`src/rtl/sao_lcu_feeder.sv`:
```
// sao_lcu_feeder
//   Streams a 128x128 8-bit frame from the frame ROM into the SAO filter,
//   one LCU at a time, LCUs in raster order and pixels in raster order
//   inside each LCU. Per-LCU SAO parameters are fetched from the parameter
//   ROM and carried alongside every pixel through a 2-entry output FIFO.
//   The filter's busy signal stalls the head combinationally.
//
//   Optional feature: define SAO_FEED_STATS_EN to add stall_cnt/lcu_cnt.
module sao_lcu_feeder #(
  parameter int IMG_W    = 128,
  parameter int PARAM_AW = 6
) (
  input  logic                clk,
  input  logic                reset,
  input  logic                start,
  input  logic [1:0]          cfg_lcu_size,
  output logic [13:0]         fm_addr,
  output logic                fm_rd,
  input  logic [7:0]          fm_q,
  output logic [PARAM_AW-1:0] pm_addr,
  output logic                pm_rd,
  input  logic [23:0]         pm_q,
  output logic                in_en,
  output logic [7:0]          din,
  output logic [1:0]          sao_type,
  output logic [4:0]          sao_band_pos,
  output logic                sao_eo_class,
  output logic [15:0]         sao_offset,
  output logic [2:0]          lcu_x,
  output logic [2:0]          lcu_y,
  output logic [1:0]          lcu_size,
  input  logic                busy,
  output logic                done
`ifdef SAO_FEED_STATS_EN
  ,
  output logic [15:0]         stall_cnt,
  output logic [6:0]          lcu_cnt
`endif
);

  localparam int PIX_W = $clog2(IMG_W);

  typedef enum logic [2:0] {
    S_IDLE,
    S_PARAM,
    S_PWAIT,
    S_STREAM,
    S_NEXT,
    S_DRAIN,
    S_DONE
  } state_t;

  state_t      state;
  logic [1:0]  size_q;
  logic [2:0]  cur_x;
  logic [2:0]  cur_y;
  logic [5:0]  row;
  logic [5:0]  col;
  logic [23:0] param_q;

  // Read issued last cycle whose data is on fm_q now.
  logic        inflight;

  // Output FIFO: {pixel, params, lcu_x, lcu_y}.
  logic [37:0] mem [2];
  logic        wr_ptr;
  logic        rd_ptr;
  logic [1:0]  fifo_count;

  logic [5:0]       n_m1;
  logic [2:0]       lpr_m1;
  logic [2:0]       lcu_sh;
  logic [PIX_W-1:0] x_base;
  logic [PIX_W-1:0] y_base;
  logic [5:0]       pm_idx;
  logic [2:0]       credit_used;
  logic [2:0]       credit_lim;
  logic             start_ok;

  // LCU geometry and ROM addressing derived from the current position.
  // NOTE: every signal driven here gets a default first, so no latch can be inferred.
  always_comb begin
    n_m1        = 6'((16 << size_q) - 1);
    lpr_m1      = 3'((IMG_W / 16 - 1) >> size_q);
    lcu_sh      = 3'd4 + {1'b0, size_q};
    x_base      = PIX_W'(cur_x) << lcu_sh;
    y_base      = PIX_W'(cur_y) << lcu_sh;
    pm_idx      = (6'(cur_y) << (2'd3 - size_q)) + 6'(cur_x);
    credit_used = {1'b0, fifo_count} + {2'b0, inflight};
    // A head leaving this cycle frees its slot for the read issued now.
    credit_lim  = 3'd2 + {2'b0, in_en};
    start_ok    = start && ((state == S_IDLE) || (state == S_DONE));
  end

  assign fm_addr  = {y_base + PIX_W'(row), x_base + PIX_W'(col)};
  assign fm_rd    = (state == S_STREAM) && (credit_used < credit_lim);
  assign pm_addr  = PARAM_AW'(pm_idx);
  assign pm_rd    = (state == S_PARAM);
  assign done     = (state == S_DONE);
  assign lcu_size = size_q;

  assign in_en = (fifo_count != 2'd0) && !busy;
  assign {din, sao_type, sao_band_pos, sao_eo_class, sao_offset, lcu_x, lcu_y} = mem[rd_ptr];

  // Frame sequencer: parameter fetch, pixel issue, LCU advance, drain.
  // NOTE: sequential state uses non-blocking assignments so every register
  // samples the pre-edge values of the others.
  always_ff @(posedge clk or posedge reset) begin
    if (reset) begin
      state   <= S_IDLE;
      size_q  <= 2'd0;
      cur_x   <= 3'd0;
      cur_y   <= 3'd0;
      row     <= 6'd0;
      col     <= 6'd0;
      param_q <= 24'd0;
    end else begin
      case (state)
        S_IDLE, S_DONE: begin
          if (start) begin
            size_q <= (cfg_lcu_size == 2'd3) ? 2'd2 : cfg_lcu_size;
            cur_x  <= 3'd0;
            cur_y  <= 3'd0;
            state  <= S_PARAM;
          end
        end
        S_PARAM: state <= S_PWAIT;
        S_PWAIT: begin
          param_q <= pm_q;
          row     <= 6'd0;
          col     <= 6'd0;
          state   <= S_STREAM;
        end
        S_STREAM: begin
          if (fm_rd) begin
            if (col == n_m1) begin
              col <= 6'd0;
              if (row == n_m1) state <= S_NEXT;
              else             row   <= row + 6'd1;
            end else begin
              col <= col + 6'd1;
            end
          end
        end
        S_NEXT: begin
          // Wait for the last read so it is tagged with this LCU's position.
          if (!inflight) begin
            if (cur_x == lpr_m1) begin
              if (cur_y == lpr_m1) begin
                state <= S_DRAIN;
              end else begin
                cur_x <= 3'd0;
                cur_y <= cur_y + 3'd1;
                state <= S_PARAM;
              end
            end else begin
              cur_x <= cur_x + 3'd1;
              state <= S_PARAM;
            end
          end
        end
        S_DRAIN: if (fifo_count == 2'd0) state <= S_DONE;
        default: state <= S_IDLE;
      endcase
    end
  end

  // Output FIFO: capture returning pixels tagged with the LCU context, pop on in_en.
  // NOTE: the two entries are reset so the head outputs read 0 straight out of reset.
  always_ff @(posedge clk or posedge reset) begin
    if (reset) begin
      for (int i = 0; i < 2; i++) mem[i] <= '0;
      wr_ptr     <= 1'b0;
      rd_ptr     <= 1'b0;
      fifo_count <= 2'd0;
      inflight   <= 1'b0;
    end else begin
      inflight <= fm_rd;
      if (inflight) begin
        mem[wr_ptr] <= {fm_q, param_q, cur_x, cur_y};
        wr_ptr      <= ~wr_ptr;
      end
      if (in_en) rd_ptr <= ~rd_ptr;
      case ({inflight, in_en})
        2'b10:   fifo_count <= fifo_count + 2'd1;
        2'b01:   fifo_count <= fifo_count - 2'd1;
        default: fifo_count <= fifo_count;
      endcase
    end
  end

`ifdef SAO_FEED_STATS_EN
  // Statistics: stalled-head cycles (saturating) and completed LCUs.
  always_ff @(posedge clk or posedge reset) begin
    if (reset) begin
      stall_cnt <= 16'd0;
      lcu_cnt   <= 7'd0;
    end else if (start_ok) begin
      stall_cnt <= 16'd0;
      lcu_cnt   <= 7'd0;
    end else begin
      if ((fifo_count != 2'd0) && busy && (stall_cnt != 16'hFFFF))
        stall_cnt <= stall_cnt + 16'd1;
      if ((state == S_NEXT) && !inflight)
        lcu_cnt <= lcu_cnt + 7'd1;
    end
  end
`else
  // Without statistics the accepted-start decode has no consumer.
  logic unused_start_ok;
  assign unused_start_ok = start_ok;
`endif

endmodule

```
`config.mk`:
```
export PLATFORM = sky130hd
export DESIGN_NAME = sao_lcu_feeder
export DESIGN_NICKNAME = d
export VERILOG_FILES = /design/src/rtl/sao_lcu_feeder.sv
export SDC_FILE = /design/constraint.sdc
export NUM_CORES = 1
export LEC_CHECK = 0
export CORE_MARGIN = 2
export CORE_UTILIZATION = 37
export DETAILED_ROUTE_END_ITERATION = 12
export GPL_TIMING_DRIVEN = 0
export PLACE_DENSITY = 0.59
export SYNTH_ARGS = -nofsm -noshare
export SYNTH_HDL_FRONTEND = slang
export SYNTH_SLANG_ARGS = --single-unit
```
`constraint.sdc`:
```
create_clock -name clk -period 11.3 [get_ports clk]
set_input_delay 1.695 -clock clk [delete_from_list [all_inputs] [get_ports clk]]
set_output_delay 1.695 -clock clk [all_outputs]
set_load 0.1 [all_outputs]
```
### Yosys cells after proc, flatten, opt, wreduce, memory -nomap -nowiden

Index checks and enable logic that the tools add are counted.

* register bits after elaboration: 128
* bits of input ports: 38
* output and inout bits: 64

* reductions and logical operators: 17
* order comparisons: 4
* equal/unequal tests: 23
* add/subtract/negate cells: 14
* bitwise operators: 4
* multiplexer cells: 33
* shift operators: 5

Operators with widths (count)
* $mux W38: 4
* $bwmux W76: 1
* $mux W3: 15
* $demux W38 S1: 1
* $mux W6: 5
* $pmux W6 S2: 2
* $pmux W3 S6: 1
* $add A7 B6 Y7: 2
* $ne A2 B2 Y1 const B: 7
* $shl A3 B3 Y7: 2
* $add A6 B1 Y6 const B: 2
* $eq A6 B6 Y1: 2
* $pmux W3 S2: 2
* $eq A3 B3 Y1 const B: 3
* $reduce_and A4 Y1: 2
* $reduce_bool A2 Y1: 4
* $add A3 B1 Y3 const B: 2
* $add A6 B3 Y6: 1
* $eq A3 B2 Y1 const B: 2
* $eq A3 B3 Y1: 2
* $reduce_and A6 Y1: 1
* $shl A3 B2 Y6: 1
* $shl A5 B2 Y6 const A: 1
* $sub A6 B2 Y6 const B: 1
* other kinds (26): 34

### Longest topological paths before layout

* depth in word-level cells: 7
* gate-level depth with buffers: 11
* gate-level depth less buffers: 9

### Worst setup path after synthesis

No wires, ideal clock.

* kind: reg2out
* from: register size_q[1], in the netlist lcu_size[1]
* to: output port pm_addr[5]
* data required time: 9605 ps
* slack: 4664 ps
* cell stages (with the launch flop): 11
* buffers on the path: 3
* arrival: 4941 ps
* cells stage by stage: dfrtp_1 buf_6 clkbuf_1 clkbuf_1 nor2b_1 ha_1 a21o_1 a21o_1 nand2_1 mux2i_1 o32ai_1

* cells in the longest elaborated chain, start to end: 3

Ends and longest elaborated chain
* start, declared: RTL line 54 `logic [1:0] size_q;`
* start signal, assigned: RTL line 121 `size_q <= (cfg_lcu_size == 2'd3) ? 2'd2 : cfg_lcu_size;`
* $sub A2 B2 Y2: RTL line 88 `pm_idx = (6'(cur_y) << (2'd3 - size_q)) + 6'(cur_x);`
* $shl A3 B2 Y6: RTL line 88
* $add A6 B3 Y6: RTL line 88
* end, declared: RTL line 20 `output logic [PARAM_AW-1:0] pm_addr,`

No other way between the ends.

### Worst setup path in the final report

* from: register size_q[1], in the netlist lcu_size[1]
* to: output port pm_addr[4]

Same word-level chain as after synthesis.

==> results.yml <==
setup_path:
  critPathCaptureType: "output pin"
  worst_setup_path_start_kind: "flop"
  r2r_slack_ns: 9.13
  reg2reg_depth: 7
  crit-reg2reg-capture: "col[5]"
  timing.critical_path.cells: "buf_6 > clkbuf_1 > clkbuf_1 > and3_1 > ha_1 > fa_1 > a21oi_1 > nor2b_1 > o22ai_1 > a21oi_1 > o22ai_1 > clkdlybuf4s50_1"
  critical_path.endpoint: "pm_addr[4]"
  crit_path_start: "lcu_size[1]"
  worst-endpoint-arrival_ns: 4.15
  cpMaxStageDelayCell: "clkdlybuf4s50_1"
  timing_worst_setup_path_type: "reg -> out"
  r2r_start: "inflight"
  critical_path.max_fanout: 10
  required_ns: 9.61
  worst_path_largest_cell_delay_ns: 1.15
floorplan:
  core-area_um2: 16700
  floorplan.rows: 47
  io_pins: 102
  die_height_um: 135
  initial_standard_cell_utilization_of_the_core_pct: 38.1
  dieArea_um2: 18200
  die_width_um: 135
sta:
  worstMarginPinSlew_ns: 1.04
  period_needed_ns: 5.85
  finish_stage_setup_viols: 0
  maxClockFrequency_mhz: 171
  worst_slew_margin_rel_pct: 30.6
  fin_crit_sh_pct: 51.8
  final_count_of_hold_timing_violations: 0
  worst_setup_skew_after_layout_ns: 0.00706
  grt_setup_unrepaired: "false"
  setup_tns_ns: 0
  timing.final.max_slew_violations: 0
yosys:
  synth_area_leaders: "dfrtp_1 50%, mux2_2 24%, o21ai_0 2.4%, ha_1 2.4%, nand2_1 1.4%"
  ys_warn_count: 0
  ys_seq_elements: 128
  ys_dominant_reg_cell: "dfrtp_1"
  async_reset_ff_share_pct: 100
  syn_nets: 581
  top_cell_types_by_occurrence_after_synthesis: "134 x mux2_2, 128 x dfrtp_1, 31 x o21ai_0, 24 x nand2_1"
  yosysUniqueCellTypes: 54
  yosysTopAreaCell: "dfrtp_1"
  syn-cell-area_um2: 6360
  synth_enable_flop_cells: 0
  synth_top_cell_area_share_pct: 50.4
  synthesis.area_per_instance_um2: 12.0
  post-synth-top-count-cell: "mux2_2"
  synth-seq-area-share_pct: 50.4
  netlist_instances: 528
job:
  max_cap_viol_count: 0
cts:
  cts_inserted_buffers: 17
  clk_transition_reported_paths_ns: 0.05
  clkSinkCount: 128
  hold_buffers: 0
  cts_max_path_buffers: 2
  clk_root_buf: "clkbuf_16"
  post_cts_resize_count: 0
  cts_htree_levels: 4
  worst_skew_pair.late_latency_ns: 0.41
  cts_tree: "done"
  post_cts.repair.setup_buffers: 0
global_route:
  antenna_found_initial: 0
  grt_first_pass_wirelength_um: 22700
  globalRoute.totalOverflow: 0
  via_count_of_the_first_global_routing_pass: 4628
  grt.total_usage_pct: 16.0
  pin_count_of_the_biggest_net_entering_global_routing: 92
min_path:
  holdCritStartpoint: "mem[2]"
  min-delay-path-class: "reg -> reg"
place:
  final_gp_congestion: 0.788
  port_buffers: 101
  placed_cells: 850
  dpl.hpwl_um: 10100
detailed_routing:
  remaining_drc_errors: 0
  overall_via_count_from_detail_route: 4484
  vias_per_cell: 5.09
  firstDrtPassIters: 4
  drt-initial-drc-count: 179
  drt-total-wl_um: 14000
  drt.antenna.violating_nets: 0
  wire_per_inst_um: 15.9
layout:
  layout_cell_share_with_drive_strength_beyond_1_pct: 27.7
  flow.area_growth_from_synthesis_pct: 30.1
  instances_no_fill: 881
  diodes: 0
  number_of_nets_in_the_layout: 702
outcome:
  outcome: "finished, final reports clean"
placed cells by master (no fill, tap or decap), types with 12 or more instances in the layout:
cell type,count
a21oi_1,15
mux2_2,134
clkdlybuf4s50_1,101
nand2_1,24
o21ai_0,31
inv_1,14
dfrtp_1,128
nor2_1,21
clkbuf_1,22
clkbuf_16,17
ha_1,12
metal layers:
layer	global-route usage (%)	routed length (µm)
met5	0	0
met3	5.71	862
met2	27.0	6800
met4	4.51	127
met1	19.3	6190
worst max-delay path: cells and delay by family, from the launching register on:
family	cells	cell delay, ns
buf+inv	4	1.73
flops	1	0.39
simple gates	2	0.30
compound gates	4	0.71
fa+ha+maj	2	0.60
how the worst min path moves through the flow:
| stage | slack (ns) | depth (start not counted) | endpoint |
|---|---|---|---|
| 2_1_floorplan | 0.44 | 2 | mem[1] |
| 4_1_cts | 0.48 | 2 | mem[2] |
| 3_3_place_gp | 0.46 | 2 | mem[2] |
| 6_report | 0.48 | 2 | mem[2] |
| 3_5_place_dp | 0.47 | 2 | mem[2] |
| 5_1_grt | 0.50 | 1 | wr_ptr |
layout make-up:
class,count,area [µm²]
fill,1497,8430
sequential,128,3200
multi-input combinational,350,2930
timing repair buffer,102,1040
clock buffer,22,484
tap,220,275
buffer,35,170
clock inverter,9,108
inverter,15,61.3
flip-flops by register name, indices dropped and copies added (netlist names):
signal,cells
mem,76
param_q,24
col,6
row,6
cur_x,3
cur_y,3
state,3
fifo_count,2
lcu_size,2
inflight,1
rd_ptr,1
wr_ptr,1
stage by stage:
| step | area (µm²) | hold slack, ns | setup slack (ns) | util, % |
|---|---|---|---|---|
| after global routing | 8270 | 0.498 | 5.24 | 49.5 |
| after global placement | 7640 | 0.459 | 4.46 | 45.8 |
| after detailed placement | 7670 | 0.466 | 5.65 | 46.0 |
| after CTS | 8270 | 0.480 | 5.46 | 49.5 |
| final | 8270 | 0.475 | 5.45 | 49.5 |
| after floorplan | 6360 | 0.444 | 4.66 | - |
logic make-up (layout without fill, tap and decap cells):
logic type | Yosys count | count (layout) | share of synthesized area (%)
flip-flops | 128 | 128 | 50.4
AND/OR/NAND/NOR | 102 | 102 | 8.48
XOR/XNOR | 13 | 13 | 1.79
adder cells (fa/ha/maj) | 15 | 15 | 3.31
AO/OA/AOI/OAI | 82 | 82 | 8.09
buffers and inverters | 50 | 183 | 3.56
multiplexers | 138 | 138 | 24.4
Power is left out: the tool's default activity adds up to more than one toggle a clock period on the data nets, which glitch-free logic cannot reach.
